<file path="src/rtl/spi_cmd_seq_pkg.sv">
// Shared definitions for the SPI command sequencer: FSM state type and the
// command byte field layout. Imported by spi_cmd_seq and its testbench.
package spi_cmd_seq_pkg;

  typedef enum logic [2:0] {
    ST_IDLE,
    ST_ADDR_MID,
    ST_ADDR_LO,
    ST_CSR_WR,
    ST_CSR_RD,
    ST_PROM_WR,
    ST_DISCARD
  } state_t;

  // Command byte layout: [7] write, [6] reserved, [5:4] target, [3:0] address high nibble
  localparam int unsigned CMD_WR_BIT  = 7;
  localparam int unsigned CMD_TGT_HI  = 5;
  localparam int unsigned CMD_TGT_LO  = 4;
  localparam int unsigned CMD_NIB_HI  = 3;
  localparam int unsigned CMD_NIB_LO  = 0;

  localparam logic [1:0] TGT_CSR  = 2'b00;
  localparam logic [1:0] TGT_PROM = 2'b01;

endpackage

</file>
<file path="src/rtl/spi_cmd_seq.sv">
// spi_cmd_seq: command sequencer between the SPI byte transceiver and the
// CSR / PROM stores. Decodes the command byte of each ss-framed transaction,
// assembles the address, issues auto-incrementing CSR byte reads/writes and
// packs PROM bytes little-endian into PROM_DW-bit words.
// Ports:
//   clk, rst_n              clock, asynchronous active-low reset
//   ss                      slave select (synchronised), 1 = no frame
//   rx_data, rx_valid       received byte and its one-cycle valid pulse
//   tx_data, tx_ack         reply byte and its one-cycle latch pulse
//   csr_addr, csr_wdata     CSR byte address / write data
//   csr_wr_en, csr_rd_en    CSR one-cycle strobes
//   csr_rdata               CSR read data, valid the cycle after csr_rd_en
//   prom_addr, prom_wdata   PROM word address / packed word
//   prom_wr_en              PROM one-cycle write strobe
module spi_cmd_seq
  import spi_cmd_seq_pkg::*;
#(
  parameter int CSR_AW  = 12,
  parameter int PROM_AW = 20,
  parameter int PROM_DW = 32
) (
  input  logic               clk,
  input  logic               rst_n,
  input  logic               ss,
  input  logic [7:0]         rx_data,
  input  logic               rx_valid,
  output logic [7:0]         tx_data,
  output logic               tx_ack,
  output logic [CSR_AW-1:0]  csr_addr,
  output logic [7:0]         csr_wdata,
  output logic               csr_wr_en,
  output logic               csr_rd_en,
  input  logic [7:0]         csr_rdata,
  output logic [PROM_AW-1:0] prom_addr,
  output logic [PROM_DW-1:0] prom_wdata,
  output logic               prom_wr_en
);

  localparam logic [1:0] LAST_BYTE = 2'(PROM_DW / 8 - 1);

  state_t             state;
  logic               wr_cmd;
  logic               is_prom;
  logic [1:0]         byte_cnt;
  logic [PROM_DW-1:0] pack_sh;
  logic [7:0]         tx_hold;

  // Read data is only valid in the ack cycle, so it is forwarded directly and
  // captured into tx_hold to keep tx_data stable until the next ack.
  assign tx_data = tx_ack ? csr_rdata : tx_hold;

  always_ff @(posedge clk or negedge rst_n) begin
    if (!rst_n) begin
      state      <= ST_IDLE;
      wr_cmd     <= 1'b0;
      is_prom    <= 1'b0;
      byte_cnt   <= '0;
      pack_sh    <= '0;
      tx_hold    <= '0;
      tx_ack     <= 1'b0;
      csr_addr   <= '0;
      csr_wdata  <= '0;
      csr_wr_en  <= 1'b0;
      csr_rd_en  <= 1'b0;
      prom_addr  <= '0;
      prom_wdata <= '0;
      prom_wr_en <= 1'b0;
    end else begin
      csr_wr_en  <= 1'b0;
      csr_rd_en  <= 1'b0;
      prom_wr_en <= 1'b0;
      tx_ack     <= csr_rd_en & ~ss;

      // Post-increment after each access; a new command byte below overrides.
      if (csr_wr_en || csr_rd_en)
        csr_addr <= csr_addr + CSR_AW'(1);
      if (prom_wr_en)
        prom_addr <= prom_addr + PROM_AW'(1);
      if (tx_ack)
        tx_hold <= csr_rdata;

      if (ss) begin
        // Frame end wins over a coincident byte; partial PROM word dropped.
        state    <= ST_IDLE;
        byte_cnt <= '0;
        tx_hold  <= '0;
        tx_ack   <= 1'b0;
      end else if (rx_valid) begin
        case (state)
          ST_IDLE: begin
            wr_cmd  <= rx_data[CMD_WR_BIT];
            is_prom <= 1'b0;
            if (rx_data[CMD_TGT_HI:CMD_TGT_LO] == TGT_CSR) begin
              csr_addr <= CSR_AW'({rx_data[CMD_NIB_HI:CMD_NIB_LO], 8'h00});
              state    <= ST_ADDR_LO;
            end else if (rx_data[CMD_TGT_HI:CMD_TGT_LO] == TGT_PROM &&
                         rx_data[CMD_WR_BIT]) begin
              is_prom   <= 1'b1;
              prom_addr <= PROM_AW'({rx_data[CMD_NIB_HI:CMD_NIB_LO], 16'h0000});
              state     <= ST_ADDR_MID;
            end else begin
              state <= ST_DISCARD;
            end
          end
          ST_ADDR_MID: begin
            prom_addr[15:8] <= rx_data;
            state           <= ST_ADDR_LO;
          end
          ST_ADDR_LO: begin
            if (is_prom) begin
              prom_addr[7:0] <= rx_data;
              byte_cnt       <= '0;
              state          <= ST_PROM_WR;
            end else begin
              csr_addr[7:0] <= rx_data;
              if (wr_cmd) begin
                state <= ST_CSR_WR;
              end else begin
                // Address byte itself triggers the first read.
                csr_rd_en <= 1'b1;
                state     <= ST_CSR_RD;
              end
            end
          end
          ST_CSR_WR: begin
            csr_wdata <= rx_data;
            csr_wr_en <= 1'b1;
          end
          ST_CSR_RD: begin
            csr_rd_en <= 1'b1;
          end
          ST_PROM_WR: begin
            pack_sh <= {rx_data, pack_sh[PROM_DW-1:8]};
            if (byte_cnt == LAST_BYTE) begin
              prom_wdata <= {rx_data, pack_sh[PROM_DW-1:8]};
              prom_wr_en <= 1'b1;
              byte_cnt   <= '0;
            end else begin
              byte_cnt <= byte_cnt + 2'd1;
            end
          end
          ST_DISCARD: begin
          end
          default: state <= ST_IDLE;
        endcase
      end
    end
  end

endmodule
</file>
<file path="config.mk">
export PLATFORM = sky130hd
export DESIGN_NAME = spi_cmd_seq
export DESIGN_NICKNAME = d
export VERILOG_FILES = /design/src/rtl/spi_cmd_seq_pkg.sv /design/src/rtl/spi_cmd_seq.sv
export SDC_FILE = /design/constraint.sdc
export NUM_CORES = 1
export LEC_CHECK = 0
export ABC_CLOCK_PERIOD_IN_PS = 2350
export CORE_MARGIN = 2
export CORE_UTILIZATION = 34
export DETAILED_ROUTE_END_ITERATION = 7
export GPL_TIMING_DRIVEN = 0
export PLACE_DENSITY_LB_ADDON = 0.15
export SETUP_SLACK_MARGIN = 0.5
export SYNTH_ARGS = -nofsm -noshare
export SYNTH_HDL_FRONTEND = slang
export SYNTH_SLANG_ARGS = --single-unit
</file>
<file path="constraint.sdc">
create_clock -name clk -period 2.35 [get_ports clk]
set_input_delay 0.5875 -clock clk [delete_from_list [all_inputs] [get_ports clk]]
set_output_delay 0.5875 -clock clk [all_outputs]
set_load 0.02 [all_outputs]
</file>
==> summary.txt, run 1 <==
Power
  – PD cells: 883 nW/um^2
  – Leakage: 3.65 nW
  – Max rail drop VDD: 0.000591 V
  – Total power: 6.62 mW

Timing
  – Final setup margin: 0.362 ns
  – RSZ-0062 raised after global routing: true
  – Final Hold Vio Count: 0
  – Final period util: 84.6%
  – Fin. max-slew vios: 0
  – Clock Skew: 0.00745 ns
  – FMAX: 0.503 GHz
  – Fin Setup TNS: 0 ns
  – Slew margin rel.: 59.2%
  – Min cycle time layout: 1.99 ns
  – Final setup viols: 0
  – Slew @ Worst Pin: 0.611 ns

Global routing
  – Vias in the first global route: 3879
  – Antenna violations before repair: 0
  – First-pass GRT wire length: 21000 um
  – GRT overflow: 0
  – Aggregate global-route resource usage: 16.9%
  – Largest net degree at the start of global routing: 64

Clock network
  – CTS tree: built
  – # hold bufs at CTS: 0
  – Reg clk slew, reported paths: 0.05 ns
  – Root buffer cell: clkbuf_16
  – CTS Sinks: 115
  – Clock latency on the worst-skew pair: 0.41 ns
  – H-tree lvl count: 4
  – Maximum clock path buffer count: 2
  – CTS buffer count: 17

Finish
  – Most common cell after layout, fill and taps aside: dfrtp_1
  – Syn-to-layout area delta: 44.0%
  – Filler cells: 1403
  – Register area: 2890 um^2
  – Most frequent cells in the layout: dfrtp_1 (102), dlygate4sd2_1 (75), mux2_2 (65)
  – Fin cells: 789
  – Multi-input logic area: 2330 um^2
  – N_diodes: 0
  – Final Net Count: 611
  – Ratio of cells with drive above 1 in the final layout: 32.9%
  – Design Area, Final: 7510 um^2

Placed design
  – Count of input and output buffers: 103
  – Post-place instance area: 6570 um^2
  – Detailed Place HPWL: 8750 um
  – Pre-CTS setup slack: -0.565 ns
  – Final estimated routing congestion in global placement: 0.866
  – Placed cell count: 729

Drt
  – WL per Instance: 16.9 um
  – Post-route ant nets: 0
  – Pre-Repair DR Iteration Count: 4
  – Total number of vias: 3964
  – Final WL: 13300 um
  – DR DRC count: 0
  – Routed vias/inst: 5.02
  – DRT iter0 DRCs: 214

Yosys
  – Avg Cell Area, Syn: 11.9 um^2
  – Seq cells post-synth: 115
  – Sequential fraction of the synthesis area: 55.2%
  – Yosys Warn Count: 0
  – Cell Area, Synth: 5210 um^2
  – FFs w/ async S/R, synth: 100%
  – Syn nets: 460
  – Synth unique cells: 48
  – Most used flip-flop cell after synthesis: dfrtp_1
  – Cells after synthesis: 437
  – Post-synth EDFFs: 0

Setup path
  – R2R setup slack: 0.46 ns
  – Crit path capture type: output port
  – CP max stage cell: clkdlybuf4s50_1
  – Crit path arrival time: 1.40 ns
  – Crit path max fanout: 2
  – Startpoint types: input pin
  – Worst reg2reg path depth: 5
  – Worst r2r src: prom_addr[5]
  – Crit path required time: 1.76 ns
  – Crit-path max cell delay: 0.41 ns
  – Reg-to-reg endpoint: prom_addr[14]
  – Critical path, cell by cell: clkdlybuf4s50_1 -> mux2_4 -> buf_6
  – WS Path Type: input pin to output port

Status
  – Status: completed

Hold path
  – Hold crit path type: input pin to asynchronous set/reset pin

Floorplan
  – # rows: 45
  – Die span in x: 128 um
  – Initial Utilization: 34.5%
  – Die Span Y: 128 um
  – Area of the core: 15100 um^2
  – Die area: 16300 um^2
  – IO Pins: 104

Job
  – Max cap viols: 0
cell usage after synthesis (all sizes together), types with 7 or more instances:
master / count / share of area (%)
a21oi: 9 / 0.86
a22o: 8 / 1.3
buf: 9 / 0.82
clkbuf: 14 / 1.0
dfrtp: 115 / 55
inv: 8 / 0.58
mux2: 73 / 16
nand2: 31 / 2.2
nand3: 12 / 1.2
nand4: 7 / 1.1
nor2: 29 / 2.1
nor2b: 12 / 1.4
o21ai: 15 / 1.4
xnor2: 17 / 2.9
registers in the layout (all words and copies together) (netlist names), 2 cells and up:
name / count
prom_wdata: 32
pack_sh: 24
prom_addr: 20
csr_addr: 12
csr_wdata: 8
tx_hold: 8
state: 3
byte_cnt: 2
metal layers:
metal  part of all wire (%)  global-route usage (%)  up-vias
li1                       -                       -     1867
met1                     46                    21.8     1987
met2                     47                    27.1       99
met3                    6.0                    5.26       11
met4                   0.93                    5.62        0
met5                      0                       0        -
final cells by class:
type | instances | share of cell area [%]
Clock buffer | 20 | 6.08
Sequential cell | 115 | 38.6
Clock inverter | 12 | 1.77
Inverter | 8 | 0.400
Buffer | 23 | 2.88
Multi-Input combinational cell | 291 | 31.1
Tap cell | 188 | 3.13
Timing Repair Buffer | 132 | 16.1
worst max-delay path, delay by kind of cell:
family                 cells  cell delay, ns
muxes                      1            0.27
buffers and inverters      2            0.54
stage by stage:
step / hold slack, ns / utilization (%)
final: 0.162 / 49.7
after global routing: 0.190 / 49.7
after CTS: 0.181 / 48.6
after detailed placement: 0.493 / 43.5
after global placement: 0.487 / 43.4
after floorplan: 0.292 / -
power by group:
part	internal [mW]	total [mW]	switching [mW]
combinational	0.704	1.50	0.799
clock	1.62	2.54	0.920
sequential	2.27	2.59	0.318
total	4.59	6.62	2.04
timing repair:
| action | in CTS | in global routing |
|---|---|---|
| pin swaps | 5 | 9 |
| resized for setup | 169 | 32 |
| setup buffers | 13 | 14 |
| endpoints found under the setup margin | 187 | 91 |
| hold endpoints to repair | 0 | 0 |
| gates cloned | 0 | 1 |
how the worst max path moves through the flow:
stage            startpoint             end  slack (ns)  depth (start not counted)
2_1_floorplan      rx_valid  prom_wdata[10]        0.46                          6
3_5_place_dp     rx_data[7]   prom_addr[18]       -0.57                          6
6_report       csr_rdata[2]      tx_data[2]        0.36                          3
4_1_cts              tx_ack      tx_data[7]        0.29                          3
5_1_grt              tx_ack      tx_data[5]        0.32                          3
3_3_place_gp          rst_n      prom_wr_en       -4.37                          1
kinds of logic (layout without fill, tap and decap cells):
logic type,count (synthesis),count (layout),synth area share [%]
adders and majority gates,3,3,0.720
DFF,115,115,55.2
buffers and inverters,31,195,2.42
muxes,76,76,16.3
xor gates and xnor gates,23,23,3.86
AOI/OAI and AO/OA,60,60,7.83
and+or+nand+nor,129,129,13.6
(Power assumes the default switching activity.)
==> run 2: changes to the inputs <==
--- a/config.mk
+++ b/config.mk
@@ -5,7 +5,7 @@
 export SDC_FILE = /design/constraint.sdc
 export NUM_CORES = 1
 export LEC_CHECK = 0
-export ABC_CLOCK_PERIOD_IN_PS = 2350
+export ABC_CLOCK_PERIOD_IN_PS = 1700
 export CORE_MARGIN = 2
 export CORE_UTILIZATION = 34
 export DETAILED_ROUTE_END_ITERATION = 7
==> constraint.sdc (replaced) <==
create_clock -name clk -period 1.7 [get_ports clk]
set_input_delay 0.425 -clock clk [delete_from_list [all_inputs] [get_ports clk]]
set_output_delay 0.425 -clock clk [all_outputs]
set_load 0.02 [all_outputs]
==> summary.txt, run 2 (synthesized netlist as in run 1, its figures left out) <==
Placed design
  – Post-place instance area: 7010 um^2
  – Final estimated routing congestion in global placement: 0.786
  – Detailed Place HPWL: 9140 um
  – Placed cell count: 729
  – Count of input and output buffers: 103

Global routing
  – Aggregate global-route resource usage: 19.9%
  – Largest net degree at the start of global routing: 85
  – First-pass GRT wire length: 25000 um
  – Vias in the first global route: 4550
  – Antenna violations before repair: 0
  – GRT overflow: 0

Hold path
  – Hold crit path type: input pin to asynchronous set/reset pin

Finish
  – Largest reg by FF count: prom_wdata
  – Final Net Count: 700
  – Number of flip-flops in the largest register: 32
  – Post-layout util: 62.7%
  – N_diodes: 0
  – Most common cell after layout, fill and taps aside: buf_6
  – Syn-to-layout area delta: 81.4%
  – Fin cells: 878
  – Most frequent cells in the layout: buf_6 (119), dfrtp_1 (98), mux2_4 (68), buf_4 (68), nand2_1 (24)
  – Ratio of cells with drive above 1 in the final layout: 61.0%
  – Biggest regs: prom_wdata: 32 flops, pack_sh: 24 flops, prom_addr: 20 flops
  – Design Area, Final: 9460 um^2

Clock network
  – Root buffer cell: clkbuf_16
  – Clock latency on the worst-skew pair: 0.41 ns
  – CTS tree: built
  – H-tree lvl count: 4
  – CTS buffer count: 17
  – Reg clk slew, reported paths: 0.06 ns
  – CTS Sinks: 115
  – Maximum clock path buffer count: 2

Drt
  – DR DRC count: 0
  – WL per Instance: 18.1 um
  – Pre-Repair DR Iteration Count: 4
  – Total number of vias: 4447
  – Routed vias/inst: 5.06
  – DRT iter0 DRCs: 265
  – Post-route ant nets: 0
  – Final WL: 15900 um

Setup path
  – Startpoint types: register
  – Crit path max fanout: 8
  – Critical path buffer and inverter count: 1
  – CP max stage cell: or4_4
  – Worst reg2reg path depth: 5
  – Critical path, cell by cell: nand4_4 -> or4_4 -> buf_6 -> or4b_1 -> nand3_1
  – Crit path required time: 2.05 ns
  – Worst r2r src: prom_addr[3]
  – R2R setup slack: -0.20 ns
  – Crit path capture type: register
  – Reg-to-reg endpoint: prom_addr[15]
  – CP top delay family: simple AND/OR/NAND/NOR gates
  – Crit-path max cell delay: 0.54 ns
  – Crit path arrival time: 2.25 ns
  – WS Path Type: register to register

Status
  – Status: complete, but fails checks
  – Violated checks: hold timing, setup timing

Timing
  – Final setup margin: -0.196 ns
  – Clock Skew: 0.00658 ns
  – Slew margin rel.: 51.2%
  – Fin. max-slew vios: 0
  – Fin Setup TNS: -2.97 ns
  – FMAX: 0.527 GHz
  – Final Hold Vio Count: 31
  – RSZ-0062 raised after global routing: true
  – Slew @ Worst Pin: 0.729 ns
  – Worst hold slack: -0.101 ns
  – Final period util: 112%
  – Final setup viols: 27
  – Min cycle time layout: 1.90 ns

Floorplan
  – Initial Utilization: 34.5%
  – Die Span Y: 128 um
  – IO Pins: 104
  – Die area: 16300 um^2
  – Die span in x: 128 um
  – Area of the core: 15100 um^2
  – # rows: 45

Power
  – Max rail drop VDD: 0.000757 V
  – PD cells: 1120 nW/um^2
  – Leakage: 4.40 nW

Job
  – Max cap viols: 0
## run 2: per-stage QoR
stage	worst slack [ns]	power, mW
2_1_floorplan	-0.177	4.81
3_3_place_gp	-4.78	5.85
3_5_place_dp	-0.764	5.90
4_1_cts	-0.195	10.3
5_1_grt	-0.246	11.0
6_report	-0.196	10.5
## run 2: final cells by class
class	count	area (um^2)
fill	1169	5630
multi-input combinational	291	2920
sequential	115	2900
timing repair buffer	221	2390
clock buffer	20	447
buffer	23	399
tap	188	235
clock inverter	12	134
inverter	8	30.0
## run 2: timing repair
action                                  CTS  global route
setup buffers                            83            27
gates cloned                              6             1
hold endpoints to repair                 31            31
resized for setup                       593            81
pin swaps                                23            28
endpoints found under the setup margin  197           190
## run 2: how the worst max path moves through the flow
stage | end | startpoint | depth (start not counted) | slack, ns
after floorplan | prom_addr[14] | prom_addr[0] | 6 | -0.18
after global placement | tx_ack | rst_n | 1 | -4.78
after detailed placement | csr_wdata[7] | ss | 4 | -0.76
after CTS | tx_data[3] | tx_ack | 3 | -0.20
after global routing | prom_addr[14] | prom_addr[7] | 5 | -0.25
final | prom_addr[15] | prom_addr[3] | 5 | -0.20
## run 2: worst reg2reg max path: stages (launching register included)
cell and delay [ns]:
dfrtp_2 0.42, nand4_4 0.14, or4_4 0.54, buf_6 0.15, or4b_1 0.48, nand3_1 0.10
## run 2: per-layer routing
metal	vias up	track usage (%)	wire [um]
met4	0	7.37	236
met5	-	0	0
li1	2053	-	-
met3	21	3.71	655
met1	2233	27.2	7170
met2	140	31.5	7860
## run 2: power breakdown
group | switching (mW) | internal (mW) | leakage (nW)
clock network | 1.31 | 2.19 | 0.268
registers | 0.423 | 3.14 | 1.51
logic | 1.53 | 1.94 | 2.63
